File: src/rtl/div_unit_if.sv
// Handshake bundle for the iterative divider: request operands on one side,
// quotient/remainder result on the other.
interface div_unit_if #(
    parameter int WIDTH = 64
);
    logic             in_valid;
    logic             in_ready;
    logic [WIDTH-1:0] a;
    logic [WIDTH-1:0] b;
    logic             is_signed;
    logic             is_word;
    logic             out_valid;
    logic             out_ready;
    logic [WIDTH-1:0] quot;
    logic [WIDTH-1:0] rem;

    modport master (
        output in_valid, a, b, is_signed, is_word, out_ready,
        input  in_ready, out_valid, quot, rem
    );

    modport slave (
        input  in_valid, a, b, is_signed, is_word, out_ready,
        output in_ready, out_valid, quot, rem
    );
endinterface

File: src/rtl/div_unit.sv
// Multi-cycle restoring divider (signed/unsigned, 32-bit word mode) with
// RISC-V M-extension divide-by-zero and overflow results.
module div_unit #(
    parameter int WIDTH = 64,
    parameter int STEPS = 1
) (
    input  logic       clk,
    input  logic       rst_n,
    input  logic       flush,
    div_unit_if.slave  bus
);
    typedef enum logic [1:0] {S_IDLE, S_CALC, S_FIX, S_DONE} state_t;

    localparam int CNT_W = $clog2(WIDTH / STEPS + 1);
    localparam logic [CNT_W-1:0] LAST_FULL = CNT_W'(WIDTH / STEPS - 1);
    localparam logic [CNT_W-1:0] LAST_WORD = CNT_W'(32 / STEPS - 1);

    state_t           r_state;
    state_t           w_state_nxt;
    logic [CNT_W-1:0] r_cnt;
    logic [WIDTH-1:0] r_dq;
    logic [WIDTH-1:0] r_dvs;
    logic [WIDTH-1:0] r_prem;
    logic [WIDTH-1:0] r_quot;
    logic [WIDTH-1:0] r_rem;
    logic             r_neg_q;
    logic             r_neg_r;
    logic             r_word;

    logic [WIDTH-1:0] w_a_ext, w_b_ext, w_a_abs, w_b_abs, w_min;
    logic             w_a_neg, w_b_neg, w_div0, w_ovf, w_last;
    logic [WIDTH-1:0] w_prem_nx, w_dq_nx;
    logic [WIDTH-1:0] w_q_mag, w_r_mag, w_q_fix, w_r_fix;

    function automatic logic [WIDTH-1:0] sext32(input logic [31:0] v);
        return WIDTH'($signed(v));
    endfunction

    function automatic logic [WIDTH-1:0] zext32(input logic [31:0] v);
        return WIDTH'(v);
    endfunction

    // One restoring step: the borrow of the trial subtraction decides the quotient bit.
    function automatic logic [2*WIDTH-1:0] div_step(input logic [WIDTH-1:0] prem,
                                                    input logic [WIDTH-1:0] dq,
                                                    input logic [WIDTH-1:0] dvs);
        logic [WIDTH:0] sh;
        logic [WIDTH:0] diff;
        logic           qb;
        sh   = {prem, dq[WIDTH-1]};
        diff = sh - {1'b0, dvs};
        qb   = ~diff[WIDTH];
        return {(qb ? diff[WIDTH-1:0] : sh[WIDTH-1:0]), dq[WIDTH-2:0], qb};
    endfunction

    assign w_a_ext = bus.is_word ? (bus.is_signed ? sext32(bus.a[31:0]) : zext32(bus.a[31:0])) : bus.a;
    assign w_b_ext = bus.is_word ? (bus.is_signed ? sext32(bus.b[31:0]) : zext32(bus.b[31:0])) : bus.b;
    assign w_a_neg = bus.is_signed & w_a_ext[WIDTH-1];
    assign w_b_neg = bus.is_signed & w_b_ext[WIDTH-1];
    assign w_a_abs = w_a_neg ? -w_a_ext : w_a_ext;
    assign w_b_abs = w_b_neg ? -w_b_ext : w_b_ext;
    assign w_min   = bus.is_word ? sext32(32'h8000_0000) : {1'b1, {(WIDTH-1){1'b0}}};
    assign w_div0  = (w_b_ext == '0);
    assign w_ovf   = bus.is_signed && (w_a_ext == w_min) && (&w_b_ext);
    assign w_last  = (r_cnt == (r_word ? LAST_WORD : LAST_FULL));

    always_comb begin
        w_prem_nx = r_prem;
        w_dq_nx   = r_dq;
        for (int i = 0; i < STEPS; i++) begin
            {w_prem_nx, w_dq_nx} = div_step(w_prem_nx, w_dq_nx, r_dvs);
        end
    end

    assign w_q_mag = r_neg_q ? -r_dq : r_dq;
    assign w_r_mag = r_neg_r ? -r_prem : r_prem;
    assign w_q_fix = r_word ? sext32(w_q_mag[31:0]) : w_q_mag;
    assign w_r_fix = r_word ? sext32(w_r_mag[31:0]) : w_r_mag;

    always_comb begin
        w_state_nxt = r_state;
        if (flush) begin
            w_state_nxt = S_IDLE;
        end else begin
            case (r_state)
                S_IDLE: if (bus.in_valid) w_state_nxt = (w_div0 || w_ovf) ? S_DONE : S_CALC;
                S_CALC: if (w_last) w_state_nxt = S_FIX;
                S_FIX:  w_state_nxt = S_DONE;
                S_DONE: if (bus.out_ready) w_state_nxt = S_IDLE;
                default: w_state_nxt = S_IDLE;
            endcase
        end
    end

    always_ff @(posedge clk or negedge rst_n) begin
        if (!rst_n) r_state <= S_IDLE;
        else        r_state <= w_state_nxt;
    end

    // Word-mode dividends are left-aligned so 32 MSB-first steps consume exactly their bits.
    always_ff @(posedge clk or negedge rst_n) begin
        if (!rst_n) begin
            r_cnt   <= '0;
            r_dq    <= '0;
            r_dvs   <= '0;
            r_prem  <= '0;
            r_quot  <= '0;
            r_rem   <= '0;
            r_neg_q <= 1'b0;
            r_neg_r <= 1'b0;
            r_word  <= 1'b0;
        end else if (flush) begin
            r_cnt <= '0;
        end else begin
            case (r_state)
                S_IDLE: begin
                    if (bus.in_valid) begin
                        r_cnt   <= '0;
                        r_prem  <= '0;
                        r_dvs   <= w_b_abs;
                        r_dq    <= bus.is_word ? (w_a_abs << (WIDTH - 32)) : w_a_abs;
                        r_neg_q <= w_a_neg ^ w_b_neg;
                        r_neg_r <= w_a_neg;
                        r_word  <= bus.is_word;
                        if (w_div0) begin
                            r_quot <= '1;
                            r_rem  <= w_a_ext;
                        end else if (w_ovf) begin
                            r_quot <= w_a_ext;
                            r_rem  <= '0;
                        end
                    end
                end
                S_CALC: begin
                    r_cnt  <= r_cnt + CNT_W'(1);
                    r_prem <= w_prem_nx;
                    r_dq   <= w_dq_nx;
                end
                S_FIX: begin
                    r_cnt  <= '0;
                    r_quot <= w_q_fix;
                    r_rem  <= w_r_fix;
                end
                default: ;
            endcase
        end
    end

    assign bus.in_ready  = (r_state == S_IDLE);
    assign bus.out_valid = (r_state == S_DONE);
    assign bus.quot      = r_quot;
    assign bus.rem       = r_rem;
endmodule
File: src/flat_wrapper.sv
// flat-port wrapper written by rule: the top's interface ports become plain ports
module div_unit_flat 
#(
    parameter int WIDTH = 64,
    parameter int STEPS = 1
)
  (clk, rst_n, flush, bus_in_valid, bus_a, bus_b, bus_is_signed, bus_is_word, bus_out_ready, bus_in_ready, bus_out_valid, bus_quot, bus_rem);
  div_unit_if #(.WIDTH(WIDTH)) bus_i ();
  input  logic clk;
  input  logic rst_n;
  input  logic flush;
  input wire logic [$bits(bus_i.in_valid)-1:0] bus_in_valid;
  input wire logic [$bits(bus_i.a)-1:0] bus_a;
  input wire logic [$bits(bus_i.b)-1:0] bus_b;
  input wire logic [$bits(bus_i.is_signed)-1:0] bus_is_signed;
  input wire logic [$bits(bus_i.is_word)-1:0] bus_is_word;
  input wire logic [$bits(bus_i.out_ready)-1:0] bus_out_ready;
  output wire logic [$bits(bus_i.in_ready)-1:0] bus_in_ready;
  output wire logic [$bits(bus_i.out_valid)-1:0] bus_out_valid;
  output wire logic [$bits(bus_i.quot)-1:0] bus_quot;
  output wire logic [$bits(bus_i.rem)-1:0] bus_rem;
  assign bus_i.in_valid = bus_in_valid;
  assign bus_i.a = bus_a;
  assign bus_i.b = bus_b;
  assign bus_i.is_signed = bus_is_signed;
  assign bus_i.is_word = bus_is_word;
  assign bus_i.out_ready = bus_out_ready;
  assign bus_in_ready = bus_i.in_ready;
  assign bus_out_valid = bus_i.out_valid;
  assign bus_quot = bus_i.quot;
  assign bus_rem = bus_i.rem;
  div_unit #(.WIDTH(WIDTH), .STEPS(STEPS)) u_core (.clk(clk), .rst_n(rst_n), .flush(flush), .bus(bus_i));
endmodule
File: config.mk
export PLATFORM = sky130hd
export DESIGN_NAME = div_unit_flat
export DESIGN_NICKNAME = d
export VERILOG_FILES = /design/src/rtl/div_unit_if.sv /design/src/rtl/div_unit.sv /design/src/flat_wrapper.sv
export SDC_FILE = /design/constraint.sdc
export NUM_CORES = 1
export LEC_CHECK = 0
export BUFFER_PORTS_ARGS = -buffer_cell sky130_fd_sc_hd__buf_2
export CAP_MARGIN = 10
export CORE_MARGIN = 2
export CORE_UTILIZATION = 45
export DETAILED_ROUTE_END_ITERATION = 16
export PLACE_DENSITY = 0.69
export SLEW_MARGIN = 20
export SYNTH_ARGS = -nofsm -noshare
export SYNTH_HDL_FRONTEND = slang
export SYNTH_SLANG_ARGS = --single-unit
File: constraint.sdc
create_clock -name clk -period 5.6 [get_ports clk]
set_input_delay 1.12 -clock clk [delete_from_list [all_inputs] [get_ports clk]]
set_output_delay 1.12 -clock clk [all_outputs]
set_load 0.02 [all_outputs]
Yosys cells after proc, flatten, opt, wreduce, memory -nomap -nowiden --
Index checks and enable logic that the tools add are counted.
Word-level totals: logic and storage cells 80, bits of input ports 135, bits in registers 332, output and inout bits 130
Operators by class: muxes and demuxes 35, reduce and logical (&&, ||, !) cells 14, bitwise operators 5, add/subtract/negate cells 6, equal/unequal tests 10
Operator list (count):
- $mux 64 | 20
- $pmux 64 s2 | 4
- $neg 64->64 | 4
- $sub 65x64->65 | 1
- $eq 64x64->1 | 1
- $logic_not 64->1 | 1
- $reduce_and 64->1 | 1
- $mux 63 | 1
- $pmux 7 s3 | 1
- $mux 7 | 2
- $mux 2 | 5
- $reduce_and 3->1 | 3
- $pmux 2 s4 | 1
- $add 7x1->7 const B | 1
- $eq 7x7->1 | 1
- $mux 6 | 1
- $ne 3x3->1 const B | 2
- $eq 2x2->1 const B | 2
- $reduce_and 4->1 | 1
- $reduce_bool 2->1 | 2
- $reduce_bool 4->1 | 1
- $ne 3x1->1 const B | 1
- $ne 3x2->1 const B | 1
- $and 1x1->1 | 2
- other kinds (8) | 10

Longest topological paths before layout --
word-level depth 10, mapped depth 17

Worst setup path before layout --
Ideal clock, no wire load.
path type input to register, from input bus_a[11], to register u_core.r_quot[25], in the netlist u_core.bus.quot[25], setup time 136 ps, setup slack 1348 ps, arrival 4116 ps, cell stages on the path 15, cells stage by stage or4_4 -> or4_4 -> or3_1 -> buf_2 -> or2_4 -> nor3_4 -> a21oi_1 -> nand3b_1 -> a21o_1 -> buf_2 -> buf_2 -> buf_6 -> buf_2 -> nand2_1 -> o21ai_0
Between the ends: cells in the longest elaborated chain, start to end 7
Ends and longest elaborated chain:
- from (decl) | line flat_wrapper.sv:13 | input wire logic [$bits(bus_i.a)-1:0] bus_a;
- $mux 64 | line div_unit.sv:56 | assign w_a_ext = bus.is_word ? (bus.is_signed ? sext32(bus.a[31:0]) : zext32(bus.a[31:0])) : bus.a;
- $mux 64 (*) | line div_unit.sv:56
- $eq 64x64->1 (*) | line div_unit.sv:64 | assign w_ovf = bus.is_signed && (w_a_ext == w_min) && (&w_b_ext);
- $logic_and 1x1->1 (*) (2 in a row) | line div_unit.sv:64
- $ne 3x1->1 (no line) (*)
- $reduce_and 4->1 (no line) (*)
- to (signal assigned) | line div_unit.sv:129 | r_quot <= w_a_ext;
- to (signal assigned) | line div_unit.sv:141 | r_quot <= w_q_fix;
- to (decl) | line div_unit.sv:24 | logic [WIDTH-1:0] r_quot;
Every way passes the cells marked *; elsewhere a longest branch is shown, timed or not. A chain may end at the register's enable or synchronous reset.

Worst setup path in the final report --
from register u_core.r_dq[16], to register u_core.r_quot[63], in the netlist u_core.bus.quot[63]
Between the ends: cells in the longest elaborated chain, start to end 4
Ends and longest elaborated chain:
- from (decl) | line div_unit.sv:21 | logic [WIDTH-1:0] r_dq;
- from (signal assigned) | line div_unit.sv:121 | r_dq <= bus.is_word ? (w_a_abs << (WIDTH - 32)) : w_a_abs;
- from (signal assigned) | line div_unit.sv:137 | r_dq <= w_dq_nx;
- $neg 64->64 | line div_unit.sv:75 | assign w_q_mag = r_neg_q ? -r_dq : r_dq;
- $mux 64 | line div_unit.sv:75
- $mux 64 | line div_unit.sv:77 | assign w_q_fix = r_word ? sext32(w_q_mag[31:0]) : w_q_mag;
- $pmux 64 s2 | line div_unit.sv:115 | case (r_state)
Every way passes these cells.

==> key figures <==
Clocking
  • Clk_lat worst skew: 0.59 ns
  • Cts repair resizes: 0
  • CTS tree: built
  • Hold-fix buffers, CTS: 0
  • CTS Buffer Depth: 3
  • H-tree lvl count: 2
  • Clock transition at path regs: 0.07 ns
  • Post-CTS Setup Inserts: 0
  • Cts bufs inserted: 40
  • CTS sink cnt: 332
  • Root Driver: clkbuf_16

Worst setup path
  • Slowest stage cell, crit path: o41ai_1
  • Worst EP arrival: 4.89 ns
  • CP endpoint kind: flop
  • Critical-path cell list: or4_1 -> nor4_1 -> nand3_1 -> or2_2 -> nor3_1 -> nand3_1 -> o41ai_1 -> xnor2_1 -> o21ai_0 -> mux2_2
  • CP most frequent cell: nand3_1
  • Setup crit start kind: flop
  • Crit path kind: flop to flop
  • CP Data Required Time: 6.08 ns
  • Critical path's largest stage delay: 0.75 ns
  • Critical-path maximum fanout: 7

Yosys
  • Number of synthesized flops with an enable pin: 0
  • Top cell type's share of synthesized area: 33.0%
  • Yosys cell types: 78
  • Mapped Area: 0.0252 mm²
  • Top cells by area, synth: dfrtp_1 (33%), o21ai_0 (8.6%), nand2_1 (7.1%), xnor2_1 (6.1%), xor2_1 (4.4%)
  • Area leader, netlist: dfrtp_1
  • Top FF cell, synth: dfrtp_1
  • Register area share after synthesis: 33.0%
  • Synth Area per Inst: 7.80 µm²
  • Synth warn: 0
  • Cells after synthesis: 3,226
  • Flops & latches, synth: 332
  • Asr flop ratio synth: 100%
  • Mapped Nets: 3,436

Timing
  • Tcrit/Tclk final: 78.7%
  • Fin crit period: 4.41 ns
  • Final max-slew violation count: 0
  • Rel. slew slack: 22.2%
  • Endpoints failing hold: 0
  • Hold slack: 0.471 ns
  • Max Clk Rate: 227 MHz
  • TNS Setup: 0 ns
  • Final setup fails: 0
  • RSZ-0062 raised after global routing: no
  • Worst slew pin tran: 1.16 ns
  • Setup Skew: 0.0280 ns

Routing
  • First-pass DRT Iterations: 5
  • Starting DRC count in detailed routing: 2,589
  • DR WL/cell: 20.7 µm
  • Vias post-DR: 24,600
  • Final wirelength: 85,400 µm
  • Residual DRC count: 0
  • Via/cell ratio: 5.97
  • Post-route ant nets: 0

Placement
  • HPWL Detailed: 64,500 µm
  • Buffers on Ports: 264
  • GPL Wtd Cong: 0.998

Power
  • Peak supply drop: 0.511 mV
  • Power per cell area: 600 mW/mm²
  • Leakage: 12.5 nW

Cells and area
  • Area grow syn2layout: 12.8%
  • FILL cells: 5,476
  • Layout cells sized above 1: 12.7%
  • Most frequent cells in the layout: nand2_1 (474), o21ai_0 (432), dfrtp_1 (330), buf_2 (262), nor2_1 (214)
  • Fin nets: 3,554
  • Util after Layout: 51.4%
  • Commonest non-fill, non-tap cell in the layout: nand2_1

Die
  • Core area: 0.0552 mm²
  • DIE AREA: 0.0578 mm²
  • Die Span Y: 240 µm
  • Rows: 86
  • Initial Utilization: 45.6%
  • Die Wd: 240 µm
  • IO Pins: 265

Global route
  • Global route total overflow: 0
  • Global-route wire length before repair: 133,000 µm
  • Largest net degree at the start of global routing: 226
  • Vias in the first global route: 22,900
  • GR Util All Layers: 29.3%
  • Initial antenna violation count: 4

Worst hold path
  • HP Class: flop to flop

Flow run
  • Maxcap violations: 0

Run status
  • Outcome: finished, final reports clean
==> cell usage after synthesis (all sizes together) (15+ instances only) <==
library cell  count
a211oi           28
a21o             45
a21oi           208
a221oi           32
a22o             32
a22oi            25
a31oi            28
and3             24
buf              27
clkbuf          202
dfrtp           332
ha               74
inv             107
mux2i            48
nand2           474
nand2b           25
nand3            46
nand4            44
nor2            215
nor3             79
nor4             36
o21ai           434
o21bai           15
o22ai            25
o31ai            71
o41ai            26
or2              22
or3              48
or4              22
xnor2           174
xor2            127
==> flip-flops by register name (all words and copies together), names as in the netlist <==
signal and count:
u_core.r_dvs 64, u_core.r_prem 64, u_core.r_neg_r 1, u_core.r_state 2
u_core.r_word 1, u_core.r_neg_q 1, u_core.bus.rem 64, u_core.bus.quot 64
u_core.r_dq 64, u_core.r_cnt 7
==> cell type report <==
type	count	area [µm²]	area share [%]
Multi-Input combinational cell	2558	15600	55.0
Sequential cell	332	8310	29.3
Timing Repair Buffer	305	1700	6.01
Clock buffer	47	1090	3.84
Tap cell	748	936	3.30
Inverter	107	402	1.42
Clock inverter	25	330	1.16
Antenna cell	3	7.51	0.0265
==> per-layer routing <==
layer	global-route usage, %	part of all wire (%)
met4	13.5	4.9
met3	4.55	7.4
met2	44.0	43
met1	41.3	44
met5	0	0.028
==> path summary, 6_finish.rpt <==
| check | slack [ns] | endpoint | start | depth (start not counted) |
|---|---|---|---|---|
| worst max register to register | 1.19 | u_core.bus.quot[63]$_DFFE_PN0P_ | u_core.r_dq[16]$_DFFE_PN0P_ | 10 |
| worst min register to register | 0.47 | u_core.bus.rem[49]$_DFFE_PN0P_ | u_core.bus.rem[49]$_DFFE_PN0P_ | 2 |
| worst max-delay path | 1.19 | u_core.bus.quot[63]$_DFFE_PN0P_ | u_core.r_dq[16]$_DFFE_PN0P_ | 10 |
| min in group asynchronous | 0.49 | u_core.bus.quot[10]$_DFFE_PN0P_ | rst_n | 1 |
| worst min-delay path | 0.47 | u_core.bus.rem[49]$_DFFE_PN0P_ | u_core.bus.rem[49]$_DFFE_PN0P_ | 2 |
| max in group asynchronous | 3.85 | u_core.r_neg_q$_DFFE_PN0P_ | rst_n | 2 |
==> cells by family (layout without fill, tap and decap cells) <==
family / count (synthesis) / after routing / share of synthesized area, %
AOI/OAI and AO/OA: 1047 / 1047 / 25.4
xor gates and xnor gates: 301 / 301 / 10.5
adders and majority gates: 75 / 75 / 3.76
buffers and inverters: 336 / 484 / 5.20
DFF: 332 / 332 / 33.0
muxes: 53 / 53 / 2.13
other: 0 / 3 / 0
and+or+nand+nor: 1082 / 1082 / 20.0
==> worst max-delay path, delay by kind of cell (launching register included) <==
kind | cells | cell delay [ns]
AND/OR/NAND/NOR | 6 | 2.52
AO/OA/AOI/OAI | 2 | 0.84
flip-flops | 1 | 0.44
multiplexers | 1 | 0.30
XOR/XNOR | 1 | 0.19
==> stage by stage <==
stage                     power, mW  instance area [µm²]  std cells  setup WS, ns
after floorplan                11.4                25200       3226          1.35
after global placement         14.0                26900       4050         0.882
after detailed placement       14.1                26900       4050         0.846
after CTS                      16.9                28400       4122          1.26
after global routing           18.4                28400       4123         0.884
final                          17.0                28400       4125          1.19
==> power by group <==
| group | total [mW] | internal [mW] | switching [mW] |
|---|---|---|---|
| clock | 2.83 | 1.72 | 1.11 |
| combinational | 9.73 | 3.79 | 5.94 |
| sequential | 4.46 | 3.35 | 1.12 |
| total | 17.0 | 8.85 | 8.18 |
No activity file was read; power rests on OpenSTA's default activity.
